### config.mk
export PLATFORM = sky130hd
export DESIGN_NAME = led_fade_sched
export DESIGN_NICKNAME = d
export VERILOG_FILES = /design/src/rtl/led_fade_sched.sv
export SDC_FILE = /design/constraint.sdc
export NUM_CORES = 1
export LEC_CHECK = 0
export BUFFER_PORTS_ARGS = -buffer_cell sky130_fd_sc_hd__buf_2
export CAP_MARGIN = 20
export CORE_UTILIZATION = 60
export CTS_BUF_LIST = sky130_fd_sc_hd__clkbuf_2
export DETAILED_ROUTE_END_ITERATION = 8
export HOLD_SLACK_MARGIN = 0.02
export PLACE_DENSITY = 0.79
export SLEW_MARGIN = 20
export SYNTH_ARGS = -nofsm -noshare
export SYNTH_HDL_FRONTEND = slang
export SYNTH_SLANG_ARGS = --single-unit
### constraint.sdc
create_clock -name sysclk -period 7.7 [get_ports sysclk]
set_clock_uncertainty 0.2 [all_clocks]
set_input_delay 0 -clock sysclk [delete_from_list [all_inputs] [get_ports sysclk]]
set_output_delay 0 -clock sysclk [all_outputs]
set_load 0.1 [all_outputs]
### src/rtl/led_fade_sched.sv
// led_fade_sched: shared-timebase PWM for NCH LEDs with a round-robin
// target-update arbiter and a per-frame fade engine.
//
// Ports:
//   sysclk      - sole clock
//   rst         - asynchronous active-high reset
//   enable      - global output enable (gates pwm_out only)
//   fade_step   - duty change per frame, 0 = jump to target
//   req         - per-channel target-update request (held until grant)
//   req_duty    - per-channel requested duty, channel i at [6i+5:6i]
//   grant       - one-hot single-cycle acknowledge of the accepted request
//   pwm_out     - registered PWM output per channel
//   busy        - registered: some channel's duty differs from its target
//   frame_start - pulse on the tick where the PWM counter wraps 63->0

module led_fade_sched #(
    parameter int NCH      = 4,
    parameter int PRESCALE = 2
) (
    input  logic             sysclk,
    input  logic             rst,
    input  logic             enable,
    input  logic [2:0]       fade_step,
    input  logic [NCH-1:0]   req,
    input  logic [6*NCH-1:0] req_duty,
    output logic [NCH-1:0]   grant,
    output logic [NCH-1:0]   pwm_out,
    output logic             busy,
    output logic             frame_start
);

    localparam int PSW = $clog2(PRESCALE);
    localparam int PW  = (NCH > 1) ? $clog2(NCH) : 1;

    logic [PSW-1:0] presc;
    logic [5:0]     cnt;
    logic           tick;
    logic [5:0]     cur [NCH];
    logic [5:0]     tgt [NCH];
    logic [PW-1:0]  ptr;
    logic [PW-1:0]  gidx;
    logic [PW-1:0]  ptr_nxt;
    logic [PW:0]    sum;
    logic [PW-1:0]  idx;
    logic           found;
    logic           any_diff;

    // Saturating move of c toward t by s; the 7-bit intermediates
    // expose overshoot past the target and borrow below zero.
    function automatic logic [5:0] fade(
        input logic [5:0] c,
        input logic [5:0] t,
        input logic [2:0] s
    );
        logic [6:0] up;
        logic [6:0] dn;
        up = {1'b0, c} + {4'b0, s};
        dn = {1'b0, c} - {4'b0, s};
        if (s == 3'd0) return t;
        if (c < t) return (up >= {1'b0, t}) ? t : up[5:0];
        if (c > t) return (dn[6] || dn[5:0] <= t) ? t : dn[5:0];
        return c;
    endfunction

    assign tick        = (presc == PSW'(PRESCALE - 1));
    assign frame_start = !rst && tick && (cnt == 6'd63);

    // Round-robin search starting at ptr (the channel after the last grant).
    always_comb begin
        found = 1'b0;
        gidx  = '0;
        sum   = '0;
        idx   = '0;
        for (int k = 0; k < NCH; k++) begin
            sum = {1'b0, ptr} + (PW+1)'(k);
            if (sum >= (PW+1)'(NCH)) sum = sum - (PW+1)'(NCH);
            idx = sum[PW-1:0];
            if (!found && req[idx]) begin
                found = 1'b1;
                gidx  = idx;
            end
        end
    end

    always_comb begin
        grant = '0;
        if (found && !rst) grant[gidx] = 1'b1;
    end

    assign ptr_nxt = (gidx == PW'(NCH - 1)) ? '0 : gidx + 1'b1;

    always_comb begin
        any_diff = 1'b0;
        for (int i = 0; i < NCH; i++)
            if (cur[i] != tgt[i]) any_diff = 1'b1;
    end

    always_ff @(posedge sysclk or posedge rst) begin
        if (rst) begin
            presc   <= '0;
            cnt     <= '0;
            ptr     <= '0;
            pwm_out <= '0;
            busy    <= 1'b0;
            for (int i = 0; i < NCH; i++) begin
                cur[i] <= '0;
                tgt[i] <= '0;
            end
        end else begin
            presc <= tick ? '0 : presc + 1'b1;
            if (tick) cnt <= cnt + 1'b1;
            if (found) ptr <= ptr_nxt;
            busy <= any_diff;
            for (int i = 0; i < NCH; i++) begin
                pwm_out[i] <= enable && (cnt < cur[i]);
                // Fade uses the pre-edge target, so a grant landing on
                // frame_start only takes effect one frame later.
                if (frame_start)
                    cur[i] <= fade(cur[i], tgt[i], fade_step);
                if (grant[i])
                    tgt[i] <= req_duty[6*i +: 6];
            end
        end
    end

endmodule

==> results of run 1 <==
[through the flow]
stage	util [%]	total power, mW	setup slack [ps]	cells	instance area (sq um)
after global routing	72.4	1.96	3570	977	7540
after floorplan	-	1.27	4290	743	6530
final	72.4	1.80	3840	977	7540
after detailed placement	65.6	1.52	3850	901	6830
after global placement	65.6	1.49	3970	901	6830
after CTS	72.4	1.77	3910	977	7540
[layer usage]
layer | up-vias | share of wire, % | GRT usage (%)
met5 | - | 0 | 0
met4 | 0 | 3.6 | 16.7
met3 | 54 | 6.3 | 4.78
met2 | 224 | 47 | 57.1
met1 | 2896 | 43 | 44.5
li1 | 2894 | - | -
[worst max-delay path: cells and delay by family, from the launching register on]
family / cells / cell delay (ps)
AO/OA/AOI/OAI: 5 / 1550
XOR/XNOR: 1 / 200
adder cells (fa/ha/maj): 3 / 890
buffers and inverters: 2 / 190
flip-flops: 1 / 460
AND/OR/NAND/NOR: 2 / 270
[how the worst max path moves through the flow]
stage	start	to	slack (ps)	cells after the start
floorplan	cur[0]	cur[3]	4290	14
global placement	fade_step[1]	cur[6]	3970	14
detailed placement	fade_step[1]	cur[6]	3850	14
CTS	cur[0]	cur[0]	3910	13
global route	cur[18]	cur[21]	3570	13
finish	cur[0]	cur[3]	3840	13
[kinds of logic after synthesis]
family	after synthesis	share of synthesized area [%]
compound gates	215	22.6
fa+ha+maj	129	25.7
buf+inv	94	5.54
xor+xnor	36	4.83
flops	62	23.8
mux	10	1.67
simple gates	197	15.9
[sequential cells by signal, summed over array words and instances (netlist names)]
register	cells
ptr	2
busy	1
pwm_out	4
tgt	24
presc	1
cnt	6
cur	24
[final cells by class]
type                    instances  area (sq um)  area share, %
flip-flops and latches         62          1550           20.6
clock inverters                 5          50.0          0.664
well taps                     136           170           2.26
inverters                      71           267           3.53
multi-input cells             587          4620           61.2
clock buffers                  11          55.1          0.730
repair buffers                105           831           11.0
[cells in the final DEF, fill, tap and decap left out, types with 30 or more instances in the layout]
cell           instances
buf_2                 43
o21ai_0               39
dlygate4sd3_1         60
xnor2_1               30
a21o_1                32
a21oi_1               45
nor2_1                31
nand2_1               51
ha_1                 121
dfrtp_1               62
inv_1                 70
[power groups by stage]
| stage | registers, mW | logic [mW] | clock network, mW |
|---|---|---|---|
| 2_1_floorplan | 0.454 | 0.812 | 0 |
| 5_1_grt | 0.475 | 1.26 | 0.223 |
| 3_3_place_gp | 0.467 | 1.02 | 0 |
| 6_report | 0.467 | 1.12 | 0.207 |
| 3_5_place_dp | 0.471 | 1.05 | 0 |
| 4_1_cts | 0.463 | 1.10 | 0.214 |
[timing repair]
item | in CTS | in global routing
setup endpoints to repair | 0 | 0
buffers inserted | 0 | 0
hold buffers | 60 | 0
hold endpoints to repair | 107 | 0
==> results.txt, run 1 <==
----------------------------------------------------
[Worst setup path]
  Arrival time of the worst setup path ... 4090 ps
  Slowest library cell on the worst path ... dfrtp_1
  Crit path launch type ... flop
  Maximum fanout encountered on the critical timing path ... 11
  Worst-case reg-to-reg path depth ... 13
  Critical path class ... reg -> reg
  Cells along the critical path ... inv_1 > ha_1 > inv_1 > fa_1 > a211oi_1 > xnor2_1 > ha_1 > and4_1 > a32oi_1 > o31a_1 > o21a_1 > nor3_1 > a2111oi_0
  Reg2Reg Capture Point ... cur[3]
  Endpoint type of the worst setup path ... flop
  R2R setup slack ... 3840 ps
  Maximum cell stage delay along the critical path ... 460 ps
  Required time of the critical path ... 7940 ps
  FF-to-FF Start ... cur[0]

[Die]
  Initial standard-cell utilization of the core ... 62.7%
  Row count ... 37
  Top-level port count ... 44
  Area of the placeable core ... 0.0104 sq mm
  Die Ht ... 106 um
  Area of the die ... 0.0113 sq mm
  Die outline width ... 106 um

[STA]
  Min Tclk post-route ... 3860 ps
  Max-slew violations ... 0
  Hold Vio Cnt, Final ... 0
  Final Cycle Share ... 50.1%
  Slew headroom ... 49.9%
  Final setup violation count ... 0
  Worst hold slack ... 73.5 ps
  Actual transition at the worst max-transition pin ... 749 ps
  RSZ-0062 raised after global routing ... no
  Setup TNS ... 0 ps
  Peak clock frequency supported by timing ... 259 MHz

[Clock tree]
  Worst-skew pair later-pin latency ... 560 ps
  Clk root buf ... clkbuf_2
  Clock tree from TritonCTS ... done
  Clock-pin slew of the registers on the worst-case setup and hold paths ... 190 ps
  Sinks on Clock Net ... 62
  Number of buffers added by the clock tree synthesis step ... 9
  Gates resized, CTS repair ... 0
  Maximum count of clock buffers along a single path ... 2
  Maximum level of the CTS H-tree ... 3

[Logic synthesis]
  Main area contributors after synthesis ... dfrtp_1 24%, ha_1 23%, inv_1 4.1%, xnor2_1 4.0%, a21o_1 3.7%
  List of most frequent post-synthesis cells ... 121 x ha_1, 71 x inv_1, 62 x dfrtp_1
  Mean Syn Cell Area ... 8.78 sq um
  Count of flip-flops with a built-in enable after synthesis ... 0
  Portion of the post-synthesis area used by sequential elements ... 23.8%
  Syn Nets ... 906
  Area of the mapped netlist ... 0.00653 sq mm
  Yosys Warn Count ... 0
  Most numerous cell in the Yosys netlist ... ha_1
  Cell count after synthesis ... 743
  Flop and latch count out of synthesis ... 62
  Post-synth ARST share ... 100%
  Dominant cell type by area after synthesis ... dfrtp_1
  Distinct cell type count after synthesis ... 68
  Fraction of synthesized cell area taken by the top area cell type ... 23.8%
  Primary flip-flop cell chosen by synthesis mapping ... dfrtp_1

[Placed design]
  Total of buffers placed on input and output ports ... 43
  Half-perimeter wire length after placement ... 13200 um
  Placer congestion estimate ... 0.948

[Final layout]
  Final-layout fill cell count ... 794
  Share of layout cells above drive strength 1 ... 9.51%
  N_diodes ... 0
  Number of nets in the final layout ... 999
  Layout overhead on the synthesized area ... 15.6%

[Power]
  Static Leak ... 3.60 nW
  Power Dens Cells ... 238 mW/mm^2
  Combinational Power Share ... 62.5%
  Internal power contribution ... 0.918 mW
  Net load switching power ... 0.880 mW
  Largest vdd supply drop ... 230 uV
  Switching Fraction ... 48.9%
  Power share of the clock group ... 11.5%
  Portion of total power attributed to sequential cells ... 26.0%

[Hold path]
  Worst hold path endpoint ... pwm_out[2]
  Launch instance of the worst min-delay path ... enable
  Hold crit path type ... in -> reg
  Number of cells traversed by the worst hold path ... 4

[Detailed routing]
  Routed length per instance ... 18.6 um
  Number of routed nets with antenna violations ... 0
  DRT Pass-1 Iters ... 5
  Vias ... 6068
  Overall routed net length ... 18100 um
  Initial DRC Count ... 389
  Vias per cell ... 6.21
  DRC violation count after routing ... 0

[GRT]
  Global-route total usage across every layer ... 34.6%
  Number of antenna violations at the first check in global routing ... 0
  Number of global-route vias before repair ... 6155
  Global route overflow ... 0
  First-pass GRT wire length ... 30200 um
  Pin count of the biggest net entering global routing ... 41

[Outcome]
  Status ... finished, final reports clean

[Flow run]
  Count of maximum capacitance violations ... 0

----------------------------------------------------
(Power assumes the default switching activity.)
==> run 2, diff against run 1 <==
--- a/config.mk
+++ b/config.mk
@@ -5,6 +5,7 @@
 export SDC_FILE = /design/constraint.sdc
 export NUM_CORES = 1
 export LEC_CHECK = 0
+export ABC_AREA = 1
 export BUFFER_PORTS_ARGS = -buffer_cell sky130_fd_sc_hd__buf_2
 export CAP_MARGIN = 20
 export CORE_UTILIZATION = 60
==> constraint.sdc (replaced) <==
create_clock -name sysclk -period 3.92 [get_ports sysclk]
set_clock_uncertainty 0.2 [all_clocks]
set_input_delay 0 -clock sysclk [delete_from_list [all_inputs] [get_ports sysclk]]
set_output_delay 0 -clock sysclk [all_outputs]
set_load 0.1 [all_outputs]
==> run 2 against run 1 <==
  * Die area increased by 16%
  * Sequential power increased by 110%
  * Synthesized area increased by 16%
  * Global-route usage increased by 0.37 points
  * First-iteration DRC count increased by 63%
  * Utilization increased by 1.9 points
  * Highest routed layer unchanged
==> results.txt, run 2 <==
----------------------------------------------------
[Outcome]
  Status ... finished, final reports clean

[Worst setup path]
  Crit path launch type ... flop
  Cells along the critical path ... buf_2 > o21ai_2 > inv_2 > nand2_2 > nand2_2 > nor2_4 > nand2_2 > o211ai_1 > nand2_1 > inv_1 > ha_2 > inv_1 > nor2_4 > nand2_1 > dlygate4sd3_1 > nand2_1 > dlygate4sd3_1
  Endpoint type of the worst setup path ... flop
  Required time of the critical path ... 4230 ps (-3710 ps)
  Arrival time of the worst setup path ... 4020 ps (-70 ps)
  Slowest library cell on the worst path ... dlygate4sd3_1
  Maximum cell stage delay along the critical path ... 590 ps (+130 ps)
  Maximum fanout encountered on the critical timing path ... 7 (-4)
  Critical path class ... reg -> reg

[STA]
  Final Cycle Share ... 94.7% (+45 points)
  Slew headroom ... 39.1% (-11 points)
  Hold Vio Cnt, Final ... 0 (unchanged)
  Smallest setup slack after layout ... 207 ps (-3640 ps)
  Min Tclk post-route ... 3710 ps (-144 ps)
  Actual transition at the worst max-transition pin ... 913 ps (+163 ps)
  Peak clock frequency supported by timing ... 269 MHz (+3.9%)
  Max-slew violations ... 0 (unchanged)
  Setup TNS ... 0 ps (unchanged)
  Final setup violation count ... 0 (unchanged)
  RSZ-0062 raised after global routing ... yes
  Worst hold slack ... 81.9 ps (+8.42 ps)

[Power]
  Portion of total power attributed to sequential cells ... 20.5% (-5.5 points)
  Largest vdd supply drop ... 649 uV (+180%)
  Static Leak ... 5.24 nW (+46%)
  Net load switching power ... 2.55 mW (+190%)
  Switching Fraction ... 53.8% (+4.8 points)
  Power Dens Cells ... 524 mW/mm^2 (+120%)
  Total Power ... 4.74 mW (+160%)
  Internal power contribution ... 2.19 mW (+140%)
  Combinational Power Share ... 72.5% (+10 points)
  Power share of the clock group ... 7.0% (-4.5 points)

[Die]
  Die outline width ... 114 um (+7.5%)
  Row count ... 40 (+8.1%)
  Top-level port count ... 44 (unchanged)
  Die Ht ... 114 um (+7.5%)
  Area of the placeable core ... 0.0122 sq mm (+17%)
  Initial standard-cell utilization of the core ... 62.2% (-0.50 points)
  Area of the die ... 0.0131 sq mm (+16%)

[Final layout]
  Share of layout cells above drive strength 1 ... 7.18% (-2.3 points)
  Layout overhead on the synthesized area ... 19.6%
  Commonest cells after routing, fill and taps aside ... 434 x nand2_1, 175 x inv_1, 119 x ha_1
  Commonest non-fill, non-tap cell in the layout ... nand2_1
  Leading registers by flop count ... cur (24), tgt (24), cnt (6)
  Number of nets in the final layout ... 1484 (+49%)
  Final-layout fill cell count ... 965 (+22%)

[Detailed routing]
  DRT Pass-1 Iters ... 6 (+1)
  DRC violation count after routing ... 0 (unchanged)
  Vias ... 8055 (+33%)
  Routed length per instance ... 14.6 um (-21%)
  Initial DRC Count ... 636 (+63%)
  Vias per cell ... 5.40 (-13%)
  Number of routed nets with antenna violations ... 0 (unchanged)
  Overall routed net length ... 21800 um (+20%)

[GRT]
  Number of global-route vias before repair ... 7442 (+21%)
  Number of antenna violations at the first check in global routing ... 1 (+1)
  Global route overflow ... 0 (unchanged)
  Pin count of the biggest net entering global routing ... 63 (+54%)
  First-pass GRT wire length ... 35700 um (+18%)
  Global-route total usage across every layer ... 34.9% (+0.37 points)

[Logic synthesis]
  Portion of the post-synthesis area used by sequential elements ... 20.5% (-3.2 points)
  Dominant cell type by area after synthesis ... nand2_1
  Most numerous cell in the Yosys netlist ... nand2_1
  Distinct cell type count after synthesis ... 38 (-44%)
  Area of the mapped netlist ... 0.00756 sq mm (+16%)
  Fraction of synthesized cell area taken by the top area cell type ... 21.6% (-2.2 points)
  Count of flip-flops with a built-in enable after synthesis ... 0 (unchanged)
  Cell count after synthesis ... 1180 (+59%)
  Syn Nets ... 1343 (+48%)
  Primary flip-flop cell chosen by synthesis mapping ... dfrtp_1
  Post-synth ARST share ... 100% (unchanged)
  Main area contributors after synthesis ... nand2_1 22%, dfrtp_1 21%, ha_1 20%, inv_1 8.7%, nand3_1 7.8%
  Flop and latch count out of synthesis ... 62 (unchanged)
  Yosys Warn Count ... 0 (unchanged)
  List of most frequent post-synthesis cells ... 434 x nand2_1, 176 x inv_1, 121 x ha_1
  Mean Syn Cell Area ... 6.41 sq um (-27%)

[Hold path]
  Hold crit path type ... in -> reg

[Clock tree]
  Clock tree from TritonCTS ... done
  Worst-skew pair later-pin latency ... 570 ps (about the same)
  Clk root buf ... clkbuf_2
  Number of buffers added by the clock tree synthesis step ... 9 (unchanged)
  Sinks on Clock Net ... 62 (unchanged)
  Maximum level of the CTS H-tree ... 3 (unchanged)
  Maximum count of clock buffers along a single path ... 2 (unchanged)
  Clock-pin slew of the registers on the worst-case setup and hold paths ... 170 ps (-20 ps)

[Placed design]
  Total of buffers placed on input and output ports ... 43 (unchanged)
  Worst setup slack after placement ... 633 ps (-3220 ps)
  Half-perimeter wire length after placement ... 14700 um (+11%)
  Placer congestion estimate ... 0.970 (+2.4%)

[Flow run]
  Count of maximum capacitance violations ... 0 (unchanged)

----------------------------------------------------
## run 2: cell types whose count changed in the layout (fill, tap and decap cells not counted), sizes merged, moves of 21 or more
| cell | previous run | this run |
|---|---|---|
| o21ai | 40 | 11 |
| nand2b | 21 | 0 |
| nand2 | 51 | 444 |
| xnor2 | 30 | 6 |
| a21oi | 45 | 68 |
| inv | 71 | 181 |
| dlygate4sd3 | 60 | 102 |
| a21o | 32 | 1 |
| nand3 | 20 | 118 |
| nor2 | 31 | 83 |
## run 2: what timing repair did
| item | 4_1_cts | 5_1_grt |
|---|---|---|
| setup endpoints to repair | 0 | 24 |
| endpoints found under the hold margin | 100 | 0 |
| gates resized for setup | 0 | 6 |
| setup buffers | 0 | 2 |
| hold buffers | 102 | 0 |
## run 2: cells by family after synthesis
logic type	after synthesis	synth area share, %
adders and majority gates	129	22.1
DFF	62	20.5
and+or+nand+nor	664	36.9
xor gates and xnor gates	21	2.43
AOI/OAI and AO/OA	100	7.48
buffers and inverters	204	10.5
## run 2: path summary, 6_finish.rpt
kind,from,endpoint,slack [ps],depth (start not counted)
min in group asynchronous,rst,cnt[1],150,4
min reg2reg,cur[6],cur[6],360,2
max reg2reg,ptr[0],tgt[5],210,17
max in group asynchronous,rst,ptr[0],2760,4
max,ptr[0],tgt[5],210,17
min,req[3],ptr[0],80,8
## run 2: critical path, delay by kind of cell (launching register included)
family	cells	cell delay (ps)
flip-flops	1	490
AO/OA/AOI/OAI	2	330
buffers and inverters	6	1560
adder cells (fa/ha/maj)	1	210
AND/OR/NAND/NOR	8	870
## run 2: area by class of cell
cell class	instances	area (sq um)	area share, %
multi-input cells	914	5240	58.0
clock inverters	3	13.8	0.152
repair buffers	149	1260	14.0
diodes	1	2.50	0.0277
flip-flops and latches	62	1550	17.2
inverters	185	701	7.75
well taps	168	210	2.33
clock buffers	11	55.1	0.609
## run 2: power groups by stage
| stage | Combinational [mW] | Sequential [mW] | Clock, mW |
|---|---|---|---|
| after CTS | 3.22 | 0.962 | 0.331 |
| after global placement | 2.68 | 0.972 | 0 |
| final | 3.44 | 0.972 | 0.330 |
| after floorplan | 2.24 | 0.906 | 0 |
| after detailed placement | 2.73 | 0.976 | 0 |
| after global routing | 3.82 | 0.985 | 0.356 |
## run 2: per-layer routing
metal / track usage (%) / vias up / wire length [um]
li1: - / 4023 / -
met5: 0 / - / 0
met4: 15.7 / 0 / 607
met1: 44.7 / 3632 / 9520
met2: 58.5 / 337 / 10200
met3: 5.08 / 63 / 1500
## run 2: per-stage QoR
| stage | cell area (sq um) | instances | utilization, % |
|---|---|---|---|
| 2_1_floorplan | 7560 | 1180 | - |
| 3_3_place_gp | 7910 | 1374 | 65.1 |
| 3_5_place_dp | 7910 | 1374 | 65.1 |
| 4_1_cts | 9000 | 1490 | 74.0 |
| 5_1_grt | 9040 | 1493 | 74.3 |
| 6_report | 9040 | 1493 | 74.3 |
==> run 3, diff against run 2 <==
--- a/config.mk
+++ b/config.mk
@@ -9,7 +9,6 @@
 export BUFFER_PORTS_ARGS = -buffer_cell sky130_fd_sc_hd__buf_2
 export CAP_MARGIN = 20
 export CORE_UTILIZATION = 60
-export CTS_BUF_LIST = sky130_fd_sc_hd__clkbuf_2
 export DETAILED_ROUTE_END_ITERATION = 8
 export HOLD_SLACK_MARGIN = 0.02
 export PLACE_DENSITY = 0.79
==> run 3 against run 2 <==
  * Largest power group unchanged
  * Worst setup slack better by 420 ps
  * First-iteration DRC count up 0.47%
  * Total power down 2.3%
  * Combinational power down 15%
  * Register-to-register slack better by 420 ps
  * Worst hold slack worse by 52 ps
  * Critical endpoint is now cur[10]
  * Global-route usage down 2.1 points
  * Sequential cell count unchanged
  * Sequential share of layout area up 0.71 points
  * Cell area down 4.1%
==> results.txt, run 3 (synthesis gave the netlist of run 2 again) <==
----------------------------------------------------
[Outcome]
  Status ... finished, final reports clean

[STA]
  Actual transition at the worst max-transition pin ... 906 ps (-6.61 ps)
  Smallest setup slack after layout ... 629 ps (+422 ps)
  Setup TNS ... 0 ps (unchanged)
  Final Cycle Share ... 84.0% (-11 points)
  Worst hold slack ... 29.5 ps (-52.4 ps)
  Min Tclk post-route ... 3290 ps (-422 ps)
  RSZ-0062 raised after global routing ... no
  Max-slew violations ... 0 (unchanged)
  Hold Vio Cnt, Final ... 0 (unchanged)
  Peak clock frequency supported by timing ... 304 MHz (+13%)
  Slew headroom ... 39.5% (+0.44 points)
  Final setup violation count ... 0 (unchanged)

[Clock tree]
  Number of buffers added by the clock tree synthesis step ... 9 (unchanged)
  Maximum count of clock buffers along a single path ... 2 (unchanged)
  Maximum level of the CTS H-tree ... 3 (unchanged)
  Clock tree from TritonCTS ... done
  Gates resized, CTS repair ... 0 (unchanged)
  Sinks on Clock Net ... 62 (unchanged)
  Clock-pin slew of the registers on the worst-case setup and hold paths ... 50 ps (-120 ps)
  Clk root buf ... clkbuf_16
  Worst-skew pair later-pin latency ... 340 ps (-230 ps)

[Die]
  Top-level port count ... 44 (unchanged)
  Die Ht ... 114 um (unchanged)
  Row count ... 40 (unchanged)
  Area of the placeable core ... 0.0122 sq mm (unchanged)
  Area of the die ... 0.0131 sq mm (unchanged)
  Die outline width ... 114 um (unchanged)
  Initial standard-cell utilization of the core ... 62.2% (unchanged)

[Final layout]
  Layout overhead on the synthesized area ... 14.7%
  N_diodes ... 0 (-1)
  Commonest cells after routing, fill and taps aside ... 434 x nand2_1, 175 x inv_1, 121 x ha_1
  Number of nets in the final layout ... 1430 (-3.6%)
  Final design area excluding fillers ... 0.00867 sq mm (-4.1%)
  Leading registers by flop count ... cur (24), tgt (24), cnt (6)
  Post-route core utilization ... 71.3% (-3.0 points)
  Final-layout fill cell count ... 1046 (+8.4%)
  Share of layout cells above drive strength 1 ... 6.85% (-0.32 points)
  Fin cells ... 1438 (-3.7%)
  Commonest non-fill, non-tap cell in the layout ... nand2_1

[Detailed routing]
  Initial DRC Count ... 639 (+0.47%)
  Number of routed nets with antenna violations ... 0 (unchanged)
  Overall routed net length ... 20200 um (-7.5%)
  Routed length per instance ... 14.0 um (-4.0%)
  Vias ... 7657 (-4.9%)
  DRC violation count after routing ... 0 (unchanged)
  Vias per cell ... 5.32 (-1.3%)
  DRT Pass-1 Iters ... 5 (-1)

[Power]
  Static Leak ... 5.06 nW (-3.4%)
  Power Dens Cells ... 534 mW/mm^2 (+1.8%)
  Total Power ... 4.63 mW (-2.3%)
  Largest vdd supply drop ... 739 uV (+14%)

[Worst setup path]
  Required time of the critical path ... 3950 ps (-280 ps)
  Arrival time of the worst setup path ... 3320 ps (-700 ps)
  Maximum fanout encountered on the critical timing path ... 5 (-2)
  Critical path class ... reg -> reg
  Endpoint type of the worst setup path ... flop
  R2R setup slack ... 630 ps (+420 ps)
  Crit path launch type ... flop

[Placed design]
  Placer congestion estimate ... 0.970 (unchanged)
  Cell area after placement ... 0.00791 sq mm (unchanged)
  Half-perimeter wire length after placement ... 14700 um (unchanged)
  Total of buffers placed on input and output ports ... 43 (unchanged)
  Number of cells in the design after placement ... 1374 (unchanged)
  Worst setup slack after placement ... 633 ps (unchanged)

[GRT]
  First-pass GRT wire length ... 33800 um (-5.1%)
  Global-route total usage across every layer ... 32.9% (-2.1 points)
  Pin count of the biggest net entering global routing ... 63 (unchanged)
  Number of global-route vias before repair ... 7125 (-4.3%)
  Number of antenna violations at the first check in global routing ... 0 (-1)
  Global route overflow ... 0 (unchanged)

[Hold path]
  Hold crit path type ... in -> reg

[Flow run]
  Count of maximum capacitance violations ... 0 (unchanged)

----------------------------------------------------
[run 3: changes by cell type in the layout (fill, tap and decap cells not counted), sizes merged]
| cell | previous run | this run |
|---|---|---|
| dlygate4sd3 | 102 | 50 |
| buf | 47 | 45 |
| diode | 1 | 0 |
| clkbuf | 11 | 12 |
| clkinv | 7 | 6 |
[run 3: worst max-delay path, stage by stage (launching register included)]
cell and delay (ps):
dfrtp_1 400, inv_1 130, ha_1 190, inv_1 70, fa_1 410, nand2_1 100
nand2_1 80, xor2_1 180, inv_1 60, ha_1 270, nand2_1 60, nor2_1 160
nand2_1 90, inv_1 60, nor2_1 40, nor2_1 260, nand2_1 90, a21oi_1 150
nand2_1 70, nand2_1 70, nand2_1 50
[run 3: layer usage]
layer	share of wire, %	GRT usage [%]
met5	0	0
met3	6.5	5.77
met4	1.8	10.6
met1	45	42.7
met2	47	55.5
[run 3: cell type report]
type	count	area, sq um	share of cell area, %
repair buffers	95	731	8.43
well taps	168	210	2.42
inverters	185	701	8.08
flip-flops and latches	62	1550	17.9
multi-input cells	914	5220	60.2
clock inverters	2	10.0	0.115
clock buffers	12	246	2.84
[run 3: path summary, 6_finish.rpt]
kind / from / cells after the start / to
max in group asynchronous: rst / 4 / tgt[12]
max: cur[6] / 20 / cur[10]
max reg2reg: cur[6] / 20 / cur[10]
min reg2reg: tgt[19] / 2 / tgt[19]
min: req[2] / 6 / ptr[1]
min in group asynchronous: rst / 4 / cnt[1]
[run 3: where the power goes]
part	switching (mW)	leakage, nW	internal (mW)
logic	1.92	4.13	1.01
clock network	0.285	0.128	0.435
registers	0.194	0.808	0.778
total	2.40	5.06	2.23
[run 3: what timing repair did]
action / 4_1_cts / 5_1_grt
hold buffers: 50 / 0
hold endpoints to repair: 90 / 0
setup buffers: 0 / 0
